[src/rtl/video_rx_pkg.sv]
// Shared types for the parallel-video to Avalon-ST receiver: FSM states, FIFO beat and 720p defaults.
package video_rx_pkg;

    localparam int PIXEL_W            = 24;
    localparam int DEFAULT_DATA_WIDTH = 32;
    localparam int DEFAULT_FIFO_DEPTH = 64;
    localparam int H_ACTIVE_720P      = 1280;
    localparam int V_ACTIVE_720P      = 720;

    typedef enum logic [1:0] {
        SYNC_WAIT,
        FRAME_IDLE,
        ACTIVE,
        DROP
    } state_t;

    typedef struct packed {
        logic [PIXEL_W-1:0] data;
        logic               sop;
        logic               eop;
        logic               err;
    } beat_t;

    function automatic logic [PIXEL_W-1:0] pack_rgb(input logic [7:0] r,
                                                    input logic [7:0] g,
                                                    input logic [7:0] b);
        return {r, g, b};
    endfunction

endpackage

[src/rtl/hdmi_rx_avst_if.sv]
// Video input bus plus Avalon-ST source bundle; master is the receiver, slave is its environment.
interface hdmi_rx_avst_if #(
    parameter int DATA_WIDTH = 32
);
    logic                  vid_de_i;
    logic                  vid_hsync_i;
    logic                  vid_vsync_i;
    logic [7:0]            vid_r_i;
    logic [7:0]            vid_g_i;
    logic [7:0]            vid_b_i;
    logic                  aso_src_valid_o;
    logic                  aso_src_ready_i;
    logic [DATA_WIDTH-1:0] aso_src_data_o;
    logic                  aso_src_startofpacket_o;
    logic                  aso_src_endofpacket_o;
    logic                  aso_src_empty_o;
    logic                  aso_src_error_o;
    logic                  aso_src_channel_o;

    modport master (
        input  vid_de_i, vid_hsync_i, vid_vsync_i, vid_r_i, vid_g_i, vid_b_i,
        input  aso_src_ready_i,
        output aso_src_valid_o, aso_src_data_o, aso_src_startofpacket_o,
        output aso_src_endofpacket_o, aso_src_empty_o, aso_src_error_o, aso_src_channel_o
    );

    modport slave (
        output vid_de_i, vid_hsync_i, vid_vsync_i, vid_r_i, vid_g_i, vid_b_i,
        output aso_src_ready_i,
        input  aso_src_valid_o, aso_src_data_o, aso_src_startofpacket_o,
        input  aso_src_endofpacket_o, aso_src_empty_o, aso_src_error_o, aso_src_channel_o
    );

endinterface

[src/rtl/video_rx_fifo.sv]
// Single-clock show-ahead FIFO of beats; the head entry is visible whenever empty is low.
module video_rx_fifo
    import video_rx_pkg::*;
#(
    parameter int DEPTH = 64
) (
    input  logic                     clk,
    input  logic                     reset,
    input  logic                     wr_en,
    input  beat_t                    wr_beat,
    input  logic                     rd_en,
    output beat_t                    rd_beat,
    output logic                     empty,
    output logic [$clog2(DEPTH):0]   level
);

    localparam int AW = $clog2(DEPTH);

    beat_t       mem [DEPTH];
    logic [AW:0] wr_ptr;
    logic [AW:0] rd_ptr;
    logic        full;

    assign level   = wr_ptr - rd_ptr;
    assign empty   = (level == '0);
    assign full    = (level == (AW+1)'(DEPTH));
    assign rd_beat = mem[rd_ptr[AW-1:0]];

    // Pointers carry one extra wrap bit so full and empty are distinguishable.
    always_ff @(posedge clk or posedge reset) begin
        if (reset) begin
            wr_ptr <= '0;
            rd_ptr <= '0;
        end else begin
            if (wr_en && !full)
                wr_ptr <= wr_ptr + 1'b1;
            if (rd_en && !empty)
                rd_ptr <= rd_ptr + 1'b1;
        end
    end

    always_ff @(posedge clk) begin
        if (wr_en && !full)
            mem[wr_ptr[AW-1:0]] <= wr_beat;
    end

endmodule

[src/rtl/hdmi_rx_avst.sv]
// Frames DE/HSYNC/VSYNC video into one Avalon-ST packet per frame with geometry checking.
// Optional timing measurement outputs are enabled by defining HDMI_RX_TIMING_MEAS_EN.
module hdmi_rx_avst
    import video_rx_pkg::*;
#(
    parameter int DATA_WIDTH = DEFAULT_DATA_WIDTH,
    parameter int H_ACTIVE   = H_ACTIVE_720P,
    parameter int V_ACTIVE   = V_ACTIVE_720P,
    parameter int FIFO_DEPTH = DEFAULT_FIFO_DEPTH
) (
    input  logic               clk,
    input  logic               reset,
    hdmi_rx_avst_if.master     bus,
    output logic               sts_err_sticky_o
`ifdef HDMI_RX_TIMING_MEAS_EN
    ,
    output logic [12:0]        meas_hactive_o,
    output logic [12:0]        meas_htotal_o,
    output logic [12:0]        meas_vactive_o
`endif
);

    localparam int FRAME_PIX = H_ACTIVE * V_ACTIVE;
    localparam int CW        = $clog2(FRAME_PIX);
    localparam int LW        = $clog2(FIFO_DEPTH) + 1;
    localparam logic [CW-1:0] LAST_PIX = CW'(FRAME_PIX - 1);

    logic                de_q;
    logic                vs_q;
    logic                vs_d;
    logic [PIXEL_W-1:0]  rgb_q;
    logic                vsync_start;

    state_t              state;
    logic                armed;
    logic [CW-1:0]       pix_cnt;
    logic                wr_en_q;
    beat_t               wr_beat_q;

    beat_t               head;
    logic                fifo_empty;
    logic [LW-1:0]       fifo_level;
    logic [LW-1:0]       level_eff;
    logic                room;
    logic                valid;

    always_ff @(posedge clk or posedge reset) begin
        if (reset) begin
            de_q  <= 1'b0;
            vs_q  <= 1'b0;
            vs_d  <= 1'b0;
            rgb_q <= '0;
        end else begin
            de_q  <= bus.vid_de_i;
            vs_q  <= bus.vid_vsync_i;
            vs_d  <= vs_q;
            rgb_q <= pack_rgb(bus.vid_r_i, bus.vid_g_i, bus.vid_b_i);
        end
    end

    assign vsync_start = vs_d & ~vs_q;

    // A write still in the pipeline counts against the FIFO; the last slot is kept for a flush beat.
    assign level_eff = fifo_level + LW'(wr_en_q);
    assign room      = (level_eff < LW'(FIFO_DEPTH - 1));

    always_ff @(posedge clk or posedge reset) begin
        if (reset) begin
            state            <= SYNC_WAIT;
            armed            <= 1'b0;
            pix_cnt          <= '0;
            wr_en_q          <= 1'b0;
            wr_beat_q        <= '0;
            sts_err_sticky_o <= 1'b0;
        end else begin
            wr_en_q <= 1'b0;
            case (state)
                SYNC_WAIT: begin
                    if (vsync_start) begin
                        armed <= 1'b1;
                        state <= FRAME_IDLE;
                    end
                end
                FRAME_IDLE: begin
                    if (vsync_start) begin
                        armed <= 1'b1;
                    end else if (de_q) begin
                        if (armed && room) begin
                            wr_en_q   <= 1'b1;
                            wr_beat_q <= '{data: rgb_q, sop: 1'b1, eop: 1'b0, err: 1'b0};
                            pix_cnt   <= CW'(1);
                            armed     <= 1'b0;
                            state     <= ACTIVE;
                        end else begin
                            // Pixels of an over-long frame, or a frame with no buffer space, are dropped whole.
                            armed            <= 1'b0;
                            sts_err_sticky_o <= 1'b1;
                        end
                    end
                end
                ACTIVE: begin
                    if (vsync_start) begin
                        wr_en_q          <= 1'b1;
                        wr_beat_q        <= '{data: '0, sop: 1'b0, eop: 1'b1, err: 1'b1};
                        sts_err_sticky_o <= 1'b1;
                        pix_cnt          <= '0;
                        armed            <= 1'b1;
                        state            <= FRAME_IDLE;
                    end else if (de_q) begin
                        if (!room) begin
                            sts_err_sticky_o <= 1'b1;
                            pix_cnt          <= '0;
                            state            <= DROP;
                        end else if (pix_cnt == LAST_PIX) begin
                            wr_en_q   <= 1'b1;
                            wr_beat_q <= '{data: rgb_q, sop: 1'b0, eop: 1'b1, err: 1'b0};
                            pix_cnt   <= '0;
                            state     <= FRAME_IDLE;
                        end else begin
                            wr_en_q   <= 1'b1;
                            wr_beat_q <= '{data: rgb_q, sop: 1'b0, eop: 1'b0, err: 1'b0};
                            pix_cnt   <= pix_cnt + 1'b1;
                        end
                    end
                end
                DROP: begin
                    if (vsync_start) begin
                        wr_en_q   <= 1'b1;
                        wr_beat_q <= '{data: '0, sop: 1'b0, eop: 1'b1, err: 1'b1};
                        armed     <= 1'b1;
                        state     <= FRAME_IDLE;
                    end
                end
                default: state <= SYNC_WAIT;
            endcase
        end
    end

    video_rx_fifo #(
        .DEPTH (FIFO_DEPTH)
    ) u_fifo (
        .clk     (clk),
        .reset   (reset),
        .wr_en   (wr_en_q),
        .wr_beat (wr_beat_q),
        .rd_en   (valid & bus.aso_src_ready_i),
        .rd_beat (head),
        .empty   (fifo_empty),
        .level   (fifo_level)
    );

    // Head fields are gated so the bus reads all-zero whenever no beat is offered.
    assign valid                       = ~fifo_empty;
    assign bus.aso_src_valid_o         = valid;
    assign bus.aso_src_data_o          = valid ? DATA_WIDTH'(head.data) : '0;
    assign bus.aso_src_startofpacket_o = valid & head.sop;
    assign bus.aso_src_endofpacket_o   = valid & head.eop;
    assign bus.aso_src_error_o         = valid & head.eop & head.err;
    assign bus.aso_src_empty_o         = 1'b0;
    assign bus.aso_src_channel_o       = 1'b0;

`ifdef HDMI_RX_TIMING_MEAS_EN
    logic        hs_q;
    logic        hs_d;
    logic        de_d;
    logic [12:0] hact_cnt;
    logic [12:0] htot_cnt;
    logic [12:0] vline_cnt;
    logic        line_end;

    assign line_end = de_d & ~de_q;

    always_ff @(posedge clk or posedge reset) begin
        if (reset) begin
            hs_q           <= 1'b0;
            hs_d           <= 1'b0;
            de_d           <= 1'b0;
            hact_cnt       <= '0;
            htot_cnt       <= '0;
            vline_cnt      <= '0;
            meas_hactive_o <= '0;
            meas_htotal_o  <= '0;
            meas_vactive_o <= '0;
        end else begin
            hs_q <= bus.vid_hsync_i;
            hs_d <= hs_q;
            de_d <= de_q;
            if (de_q) begin
                hact_cnt <= hact_cnt + 1'b1;
            end else if (de_d) begin
                meas_hactive_o <= hact_cnt;
                hact_cnt       <= '0;
            end
            if (hs_d && !hs_q) begin
                meas_htotal_o <= htot_cnt + 1'b1;
                htot_cnt      <= '0;
            end else begin
                htot_cnt <= htot_cnt + 1'b1;
            end
            if (vsync_start) begin
                meas_vactive_o <= vline_cnt + 13'(line_end);
                vline_cnt      <= '0;
            end else if (line_end) begin
                vline_cnt <= vline_cnt + 1'b1;
            end
        end
    end
`endif

endmodule

[src/flat_wrapper.sv]
// flat-port wrapper written by rule: the top's interface ports become plain ports
module hdmi_rx_avst_flat import video_rx_pkg::*;
#(
    parameter int DATA_WIDTH = DEFAULT_DATA_WIDTH,
    parameter int H_ACTIVE   = H_ACTIVE_720P,
    parameter int V_ACTIVE   = V_ACTIVE_720P,
    parameter int FIFO_DEPTH = DEFAULT_FIFO_DEPTH
)
  (clk, reset, sts_err_sticky_o, bus_vid_de_i, bus_vid_hsync_i, bus_vid_vsync_i, bus_vid_r_i, bus_vid_g_i, bus_vid_b_i, bus_aso_src_ready_i, bus_aso_src_valid_o, bus_aso_src_data_o, bus_aso_src_startofpacket_o, bus_aso_src_endofpacket_o, bus_aso_src_empty_o, bus_aso_src_error_o, bus_aso_src_channel_o);
  hdmi_rx_avst_if #(.DATA_WIDTH(DATA_WIDTH)) bus_i ();
  input  logic clk;
  input  logic reset;
  output logic sts_err_sticky_o;
  input wire logic [$bits(bus_i.vid_de_i)-1:0] bus_vid_de_i;
  input wire logic [$bits(bus_i.vid_hsync_i)-1:0] bus_vid_hsync_i;
  input wire logic [$bits(bus_i.vid_vsync_i)-1:0] bus_vid_vsync_i;
  input wire logic [$bits(bus_i.vid_r_i)-1:0] bus_vid_r_i;
  input wire logic [$bits(bus_i.vid_g_i)-1:0] bus_vid_g_i;
  input wire logic [$bits(bus_i.vid_b_i)-1:0] bus_vid_b_i;
  input wire logic [$bits(bus_i.aso_src_ready_i)-1:0] bus_aso_src_ready_i;
  output wire logic [$bits(bus_i.aso_src_valid_o)-1:0] bus_aso_src_valid_o;
  output wire logic [$bits(bus_i.aso_src_data_o)-1:0] bus_aso_src_data_o;
  output wire logic [$bits(bus_i.aso_src_startofpacket_o)-1:0] bus_aso_src_startofpacket_o;
  output wire logic [$bits(bus_i.aso_src_endofpacket_o)-1:0] bus_aso_src_endofpacket_o;
  output wire logic [$bits(bus_i.aso_src_empty_o)-1:0] bus_aso_src_empty_o;
  output wire logic [$bits(bus_i.aso_src_error_o)-1:0] bus_aso_src_error_o;
  output wire logic [$bits(bus_i.aso_src_channel_o)-1:0] bus_aso_src_channel_o;
  assign bus_i.vid_de_i = bus_vid_de_i;
  assign bus_i.vid_hsync_i = bus_vid_hsync_i;
  assign bus_i.vid_vsync_i = bus_vid_vsync_i;
  assign bus_i.vid_r_i = bus_vid_r_i;
  assign bus_i.vid_g_i = bus_vid_g_i;
  assign bus_i.vid_b_i = bus_vid_b_i;
  assign bus_i.aso_src_ready_i = bus_aso_src_ready_i;
  assign bus_aso_src_valid_o = bus_i.aso_src_valid_o;
  assign bus_aso_src_data_o = bus_i.aso_src_data_o;
  assign bus_aso_src_startofpacket_o = bus_i.aso_src_startofpacket_o;
  assign bus_aso_src_endofpacket_o = bus_i.aso_src_endofpacket_o;
  assign bus_aso_src_empty_o = bus_i.aso_src_empty_o;
  assign bus_aso_src_error_o = bus_i.aso_src_error_o;
  assign bus_aso_src_channel_o = bus_i.aso_src_channel_o;
  hdmi_rx_avst #(.DATA_WIDTH(DATA_WIDTH), .H_ACTIVE(H_ACTIVE), .V_ACTIVE(V_ACTIVE), .FIFO_DEPTH(FIFO_DEPTH)) u_core (.clk(clk), .reset(reset), .bus(bus_i), .sts_err_sticky_o(sts_err_sticky_o));
endmodule
[config.mk]
export PLATFORM = sky130hd
export DESIGN_NAME = hdmi_rx_avst_flat
export DESIGN_NICKNAME = d
export VERILOG_FILES = /design/src/rtl/video_rx_pkg.sv /design/src/rtl/hdmi_rx_avst_if.sv /design/src/rtl/video_rx_fifo.sv /design/src/rtl/hdmi_rx_avst.sv /design/src/flat_wrapper.sv
export SDC_FILE = /design/constraint.sdc
export NUM_CORES = 2
export LEC_CHECK = 0
export CORE_MARGIN = 2
export CORE_UTILIZATION = 56
export CTS_CLUSTER_DIAMETER = 150
export CTS_CLUSTER_SIZE = 8
export DETAILED_ROUTE_END_ITERATION = 7
export PLACE_DENSITY_LB_ADDON = 0.05
export SYNTH_ARGS = -nofsm -noshare
export SYNTH_HDL_FRONTEND = slang
export SYNTH_HIERARCHICAL = 1
export SYNTH_SLANG_ARGS = --single-unit
[constraint.sdc]
create_clock -name clk -period 5.4 [get_ports clk]
set_input_delay 0.81 -clock clk [delete_from_list [all_inputs] [get_ports clk]]
set_output_delay 0.81 -clock clk [all_outputs]
set_load 0.01 [all_outputs]
# After elaboration in Yosys (flattened, before gate mapping)
# Memories as Yosys holds them, arrays and structs flattened.
# Cells that the tools add are included.
dict set report totals {
  ff_bits 93
  mem_bits_rw 1728
  inputBits 30
  mem_count 1
}
# name depth width read_ports rd_clocked_by_memory_dff write_ports line_no
set mem_list {}
lappend mem_list {u_core.u_fifo.mem 64 27 1 0 1 video_rx_fifo.sv:19} ;# beat_t mem [DEPTH];
dict set report op_classes {
  add_sub_neg 5
  n_lt_le_gt_ge 1
  eq_ne 17
  n_mux 48
  bitwise_logic 7
  n_reduce_logical 16
}
# cell count
set ops {}
lappend ops {{$mux W27} 7}
lappend ops {{$mux W20} 7}
lappend ops {{$pmux W27 S3} 1}
lappend ops {{$pmux W20 S2} 1}
lappend ops {{$mux W24} 1}
lappend ops {{$add A20 B1 Y20 const B} 1}
lappend ops {{$eq A20 B20 Y1 const B} 1}
lappend ops {{$mux W1} 18}
lappend ops {{$mux W2} 9}
lappend ops {{$add A7 B1 Y7 const B} 2}
lappend ops {{$reduce_and A6 Y1} 2}
lappend ops {{$ne A2 B1 Y1 const B} 5}
lappend ops {{$ne A3 B1 Y1 const B} 3}
lappend ops {{$add A7 B1 Y7} 1}
lappend ops {{$eq A7 B7 Y1 const B} 1}
lappend ops {{$logic_not A7 Y1} 1}
lappend ops {{$lt A7 B6 Y1 const B} 1}
lappend ops {{$reduce_and A7 Y1} 1}
lappend ops {{$sub A7 B7 Y7} 1}
lappend ops {{$pmux W2 S3} 1}
lappend ops {{$and A1 B1 Y1} 5}
lappend ops {{$reduce_and A5 Y1} 1}
lappend ops {{$eq A2 B2 Y1 const B} 2}
lappend ops {{$ne A2 B2 Y1 const B} 2}
lappend ops {{other kinds (14)} 19}

# Depth between registers and ports, before layout
dict set report depth {
  word_depth 8
  ltp_mapped 17
  depth_no_buf 14
}

# By module
# The synthesis kept the hierarchy.
# mod instances cells_per_inst area_each_um2 seq_area_each_um2
set by_module_without_submodules {}
lappend by_module_without_submodules {video_rx_fifo 1 3003 66606.4 52240.1}
lappend by_module_without_submodules {hdmi_rx_avst 1 387 4012.6 1976.9}

# Worst setup path after synthesis
# OpenSTA, ideal clock, no wires.
dict set report synth_path {
  kind {reg-to-reg}
  startpoint {reg u_core.u_fifo.rd_ptr[3]}
  endpoint {mem u_core/u_fifo/mem[60][0] (netlist bit), enable pin}
  t_arrival_ps 4165
  required_ps 4989
  path_slack_ps 824
  stages_incl_launch_ff 13
  path_buffers 4
  period_less_slack_ps 4576
  cell_sequence {dfrtp_1 -> clkbuf_1 -> inv_2 -> buf_1 -> clkbuf_1 -> ha_1 -> nor2_1 -> o31ai_1 -> a21oi_1 -> xor2_1 -> buf_2 -> o211ai_2 -> nor2_1}
}
dict set report synth_between {
  elab_chain_len 6
}
# item line_no
set synth_rtl {}
lappend synth_rtl {{start: declaration} video_rx_fifo.sv:21} ;# logic [AW:0] rd_ptr;
lappend synth_rtl {{start signal: assignment} video_rx_fifo.sv:38} ;# rd_ptr <= rd_ptr + 1'b1;
lappend synth_rtl {{$sub A7 B7 Y7} video_rx_fifo.sv:24} ;# assign level = wr_ptr - rd_ptr;
lappend synth_rtl {{$eq A7 B7 Y1} video_rx_fifo.sv:26} ;# assign full = (level == (AW+1)'(DEPTH));
lappend synth_rtl {{$logic_not A1 Y1} video_rx_fifo.sv:43} ;# if (wr_en && !full)
lappend synth_rtl {{$logic_and A1 B1 Y1} video_rx_fifo.sv:43}
lappend synth_rtl {{$mux W1} video_rx_fifo.sv:43}
lappend synth_rtl {{$mux W1 (not written as such)} video_rx_fifo.sv:44} ;# mem[wr_ptr[AW-1:0]] <= wr_beat;
lappend synth_rtl {{end: declaration} video_rx_fifo.sv:19}
# Every way passes these cells.

==> metrics.cfg <==
[setup_path]
worstPathArrival_ns=4.47
crit_path_end_kind=output pin
cp.required_ns=4.59
crit_top_cell=buf_4
rrSetupSlack_ns=0.88
cp-start-kind=flip-flop
cp_slowest_cell=dfrtp_4
rr_endpoint=u_core/u_fifo/mem[3][0]
regToRegStartpoint=u_core/u_fifo/rd_ptr[1]
path_max_fanout=29
r2r_cells=11
crit_type=flip-flop to output pin
crit_chain=buf_4, buf_16, buf_4, mux4_2, a21oi_1, a2111oi_1, buf_4, or3_1, nor2b_1, clkdlybuf4s50_1
slowest_delay_ns=0.57
worstSetupStartpoint=u_core/u_fifo/rd_ptr[0]

[synthesis]
seq_area_frac_synth_pct=76.8
ys.flop_type=edfxtp_1
synth_edf_count=1728
synth_area_um2=70600
async_flop_share_pct=5.11
syn_inst=3390
synth_area_leaders=edfxtp_1 (73%), mux4_2 (12%), dfrtp_1 (3.3%)
synth_top_cell_by_area=edfxtp_1
ys_seq_elements=1821
avgSynthCellArea_um2=20.8
synth.top_cell.area_share_pct=73.5
ys_types=81
yosysWarnings=6

[layout]
nets=3779
utilization_pct=65.4
fill_cells=8129
design_area_um2=82000
area_growth_pct=16.1
drive_above_1_share_pct=27.9

[drt]
first_pass_iters=6
drt_iter0_drc=4695
ant_nets=0
drc=0
routedWlPerCell_um=33.3
vias=36300
finalWirelength_um=181000
viasPerCell=6.68

[run]
max_cap_viol_count=0

[sta]
maxSlewHeadroom_pct=11.5
finalHoldViolations=0
finalWorstSetupSlack_ns=0.116
finClkSkew_ns=0.0308
slew_viol_final=0
setup_viol=0
min_period_ns=5.28
worst_pin_slew_ns=1.32
clock.fmax_ghz=0.189
fin_crit_sh_pct=97.8

[floorplanning]
die_w_um=359
start_util_pct=56.3
num_rows=130
ios=69
die_area_um2=129000
die_y_um=359
core_um2=125000

[power_and_ir_drop]
powerDensity_nw_per_um2=581
leakage_nw=26.7
peakVddDrop_mv=0.404

[clock_tree]
clockRootBuffer=clkbuf_16
hold_buffers=0
numCtsBuffers=277
cts.path.max_buffers=4
cts_sinks=1821
clk_latency_ns=0.89
cts_tree=yes
path_clk_slew_ns=0.05
htreeDepth=5

[global_routing]
grtUsageTotal_pct=28.3
grt_max_degree=108
antenna_found_initial=8
grt_pass1_vias=37100
overflow=0
grt_pass1_wl_um=259000

[place]
port_buffers=57
placed_area_um2=74300
dp_hpwl_um=99500
dpl_worst_slack_ns=0.422
finalWeightedCongestion=0.832

[min_path]
worstHoldEndpoint=u_core/rgb_q[1]
worstHoldStart=bus_vid_b_i[1]
hold_path_depth=1
hold_class=primary input to flip-flop

[status]
status=completed

## final cells by class
| cell class | count | area (um2) | share of cell area (%) |
|---|---|---|---|
| Clock buffer | 317 | 7250 | 8.84 |
| Antenna cell | 1 | 2.50 | 0.00305 |
| Sequential cell | 1821 | 54300 | 66.2 |
| Clock inverter | 5 | 40.0 | 0.0488 |
| Tap cell | 1650 | 2060 | 2.52 |
| Timing Repair Buffer | 247 | 2340 | 2.85 |
| Multi-Input combinational cell | 1333 | 15800 | 19.3 |
| Inverter | 53 | 201 | 0.246 |
## worst max-delay path: cells and delay by family, from the launching register on
family,cells,cell delay [ns]
AOI/OAI and AO/OA,2,0.43
buffers and inverters,5,1.47
DFF,1,0.57
muxes,1,0.56
and+or+nand+nor,2,0.52
## cells in the mapped netlist, types with 16 or more instances
master,number
a211oi_1,29
a21oi_1,51
a221oi_1,31
a22o_1,42
a22oi_1,48
buf_1,17
buf_2,58
buf_4,16
clkbuf_1,94
dfrtp_1,93
edfxtp_1,1728
inv_1,50
mux2_2,19
mux2i_1,116
mux4_2,388
nand2_1,106
nand3_1,17
nor2_1,134
nor2b_1,32
nor3_1,22
o21ai_0,18
o221ai_1,46
o22ai_1,28
## routing by layer
metal | vias to the layer above | wire length, um | global-route usage (%)
li1 | 14800 | - | -
met1 | 19400 | 71700 | 39.8
met2 | 1815 | 88700 | 45.5
met3 | 295 | 16000 | 5.79
met4 | 2 | 4420 | 8.43
met5 | - | 13 | 0
## worst max path at each step
stage | end | slack (ns) | depth (start not counted)
after global placement | bus_aso_src_data_o[19] | 0.45 | 11
after CTS | bus_aso_src_data_o[20] | -0.02 | 8
after detailed placement | bus_aso_src_data_o[19] | 0.42 | 11
final | bus_aso_src_data_o[20] | 0.12 | 10
after floorplan | u_core/u_fifo/mem[60][0] | 0.82 | 12
after global routing | bus_aso_src_data_o[19] | -0.02 | 12
## registers in the layout (all words and copies together) (netlist names)
register	count
u_core/u_fifo/mem	1728
u_core/wr_beat_q	27
u_core/rgb_q	24
u_core/pix_cnt	20
u_core/u_fifo/rd_ptr	7
u_core/u_fifo/wr_ptr	7
u_core/state	2
u_core/armed	1
u_core/de_q	1
u_core/sts_err_sticky_o	1
u_core/vs_d	1
u_core/vs_q	1
u_core/wr_en_q	1
## layout by cell type (no fill, tap or decap), types with 13 or more instances in the layout
master	count
edfxtp_1	1728
mux4_2	388
clkbuf_16	286
buf_4	165
mux2i_1	116
nand2_1	104
dfrtp_1	61
nor2_1	59
clkdlybuf4s50_1	57
a21oi_1	50
inv_1	49
a22oi_1	48
o221ai_1	46
nor2_4	44
a22o_1	42
nor2_2	33
clkbuf_1	32
a221oi_1	31
nor2b_1	29
dfrtp_2	29
o22ai_1	28
a211oi_1	24
nor3_1	21
mux2_2	19
o21ai_0	18
nand3_1	17
ha_1	15
and3_1	14
xnor2_1	14
a211o_1	13
## report_power, final
part | internal [mW] | leakage, nW | switching [mW]
logic | 5.74 | 6.40 | 8.87
registers | 17.7 | 16.8 | 0.628
clock network | 9.27 | 3.57 | 5.46
total | 32.7 | 26.7 | 15.0
## through the flow
| stage | setup TNS (ns) | std cells | power, mW | hold slack (ns) |
|---|---|---|---|---|
| after CTS | -0.0462 | 5418 | 47.8 | 0.315 |
| after global placement | 0 | 5087 | 32.4 | 0.424 |
| after floorplan | 0 | 3399 | 26.7 | 0.366 |
| after detailed placement | 0 | 5087 | 32.8 | 0.434 |
| after global routing | -0.0207 | 5426 | 49.4 | 0.344 |
| final | 0 | 5427 | 47.7 | 0.377 |
## kinds of logic (layout without fill, tap and decap cells)
group	Yosys count	after routing	share of synthesized area, %
muxes	525	525	14.4
buffers and inverters	245	622	1.58
adders and majority gates	16	16	0.294
other	1	11	0.00531
and+or+nand+nor	378	378	2.52
xor gates and xnor gates	17	17	0.211
DFF	1821	1821	76.8
AOI/OAI and AO/OA	387	387	4.27
## timing repair
item                       in CTS  in global routing
setup buffers                   6                  7
setup endpoints to repair      28                 25
pin swaps                       1                  0
cloned                          3                  1
resized for setup              25                 11
Note: power is estimated with default switching activity, not from simulation.
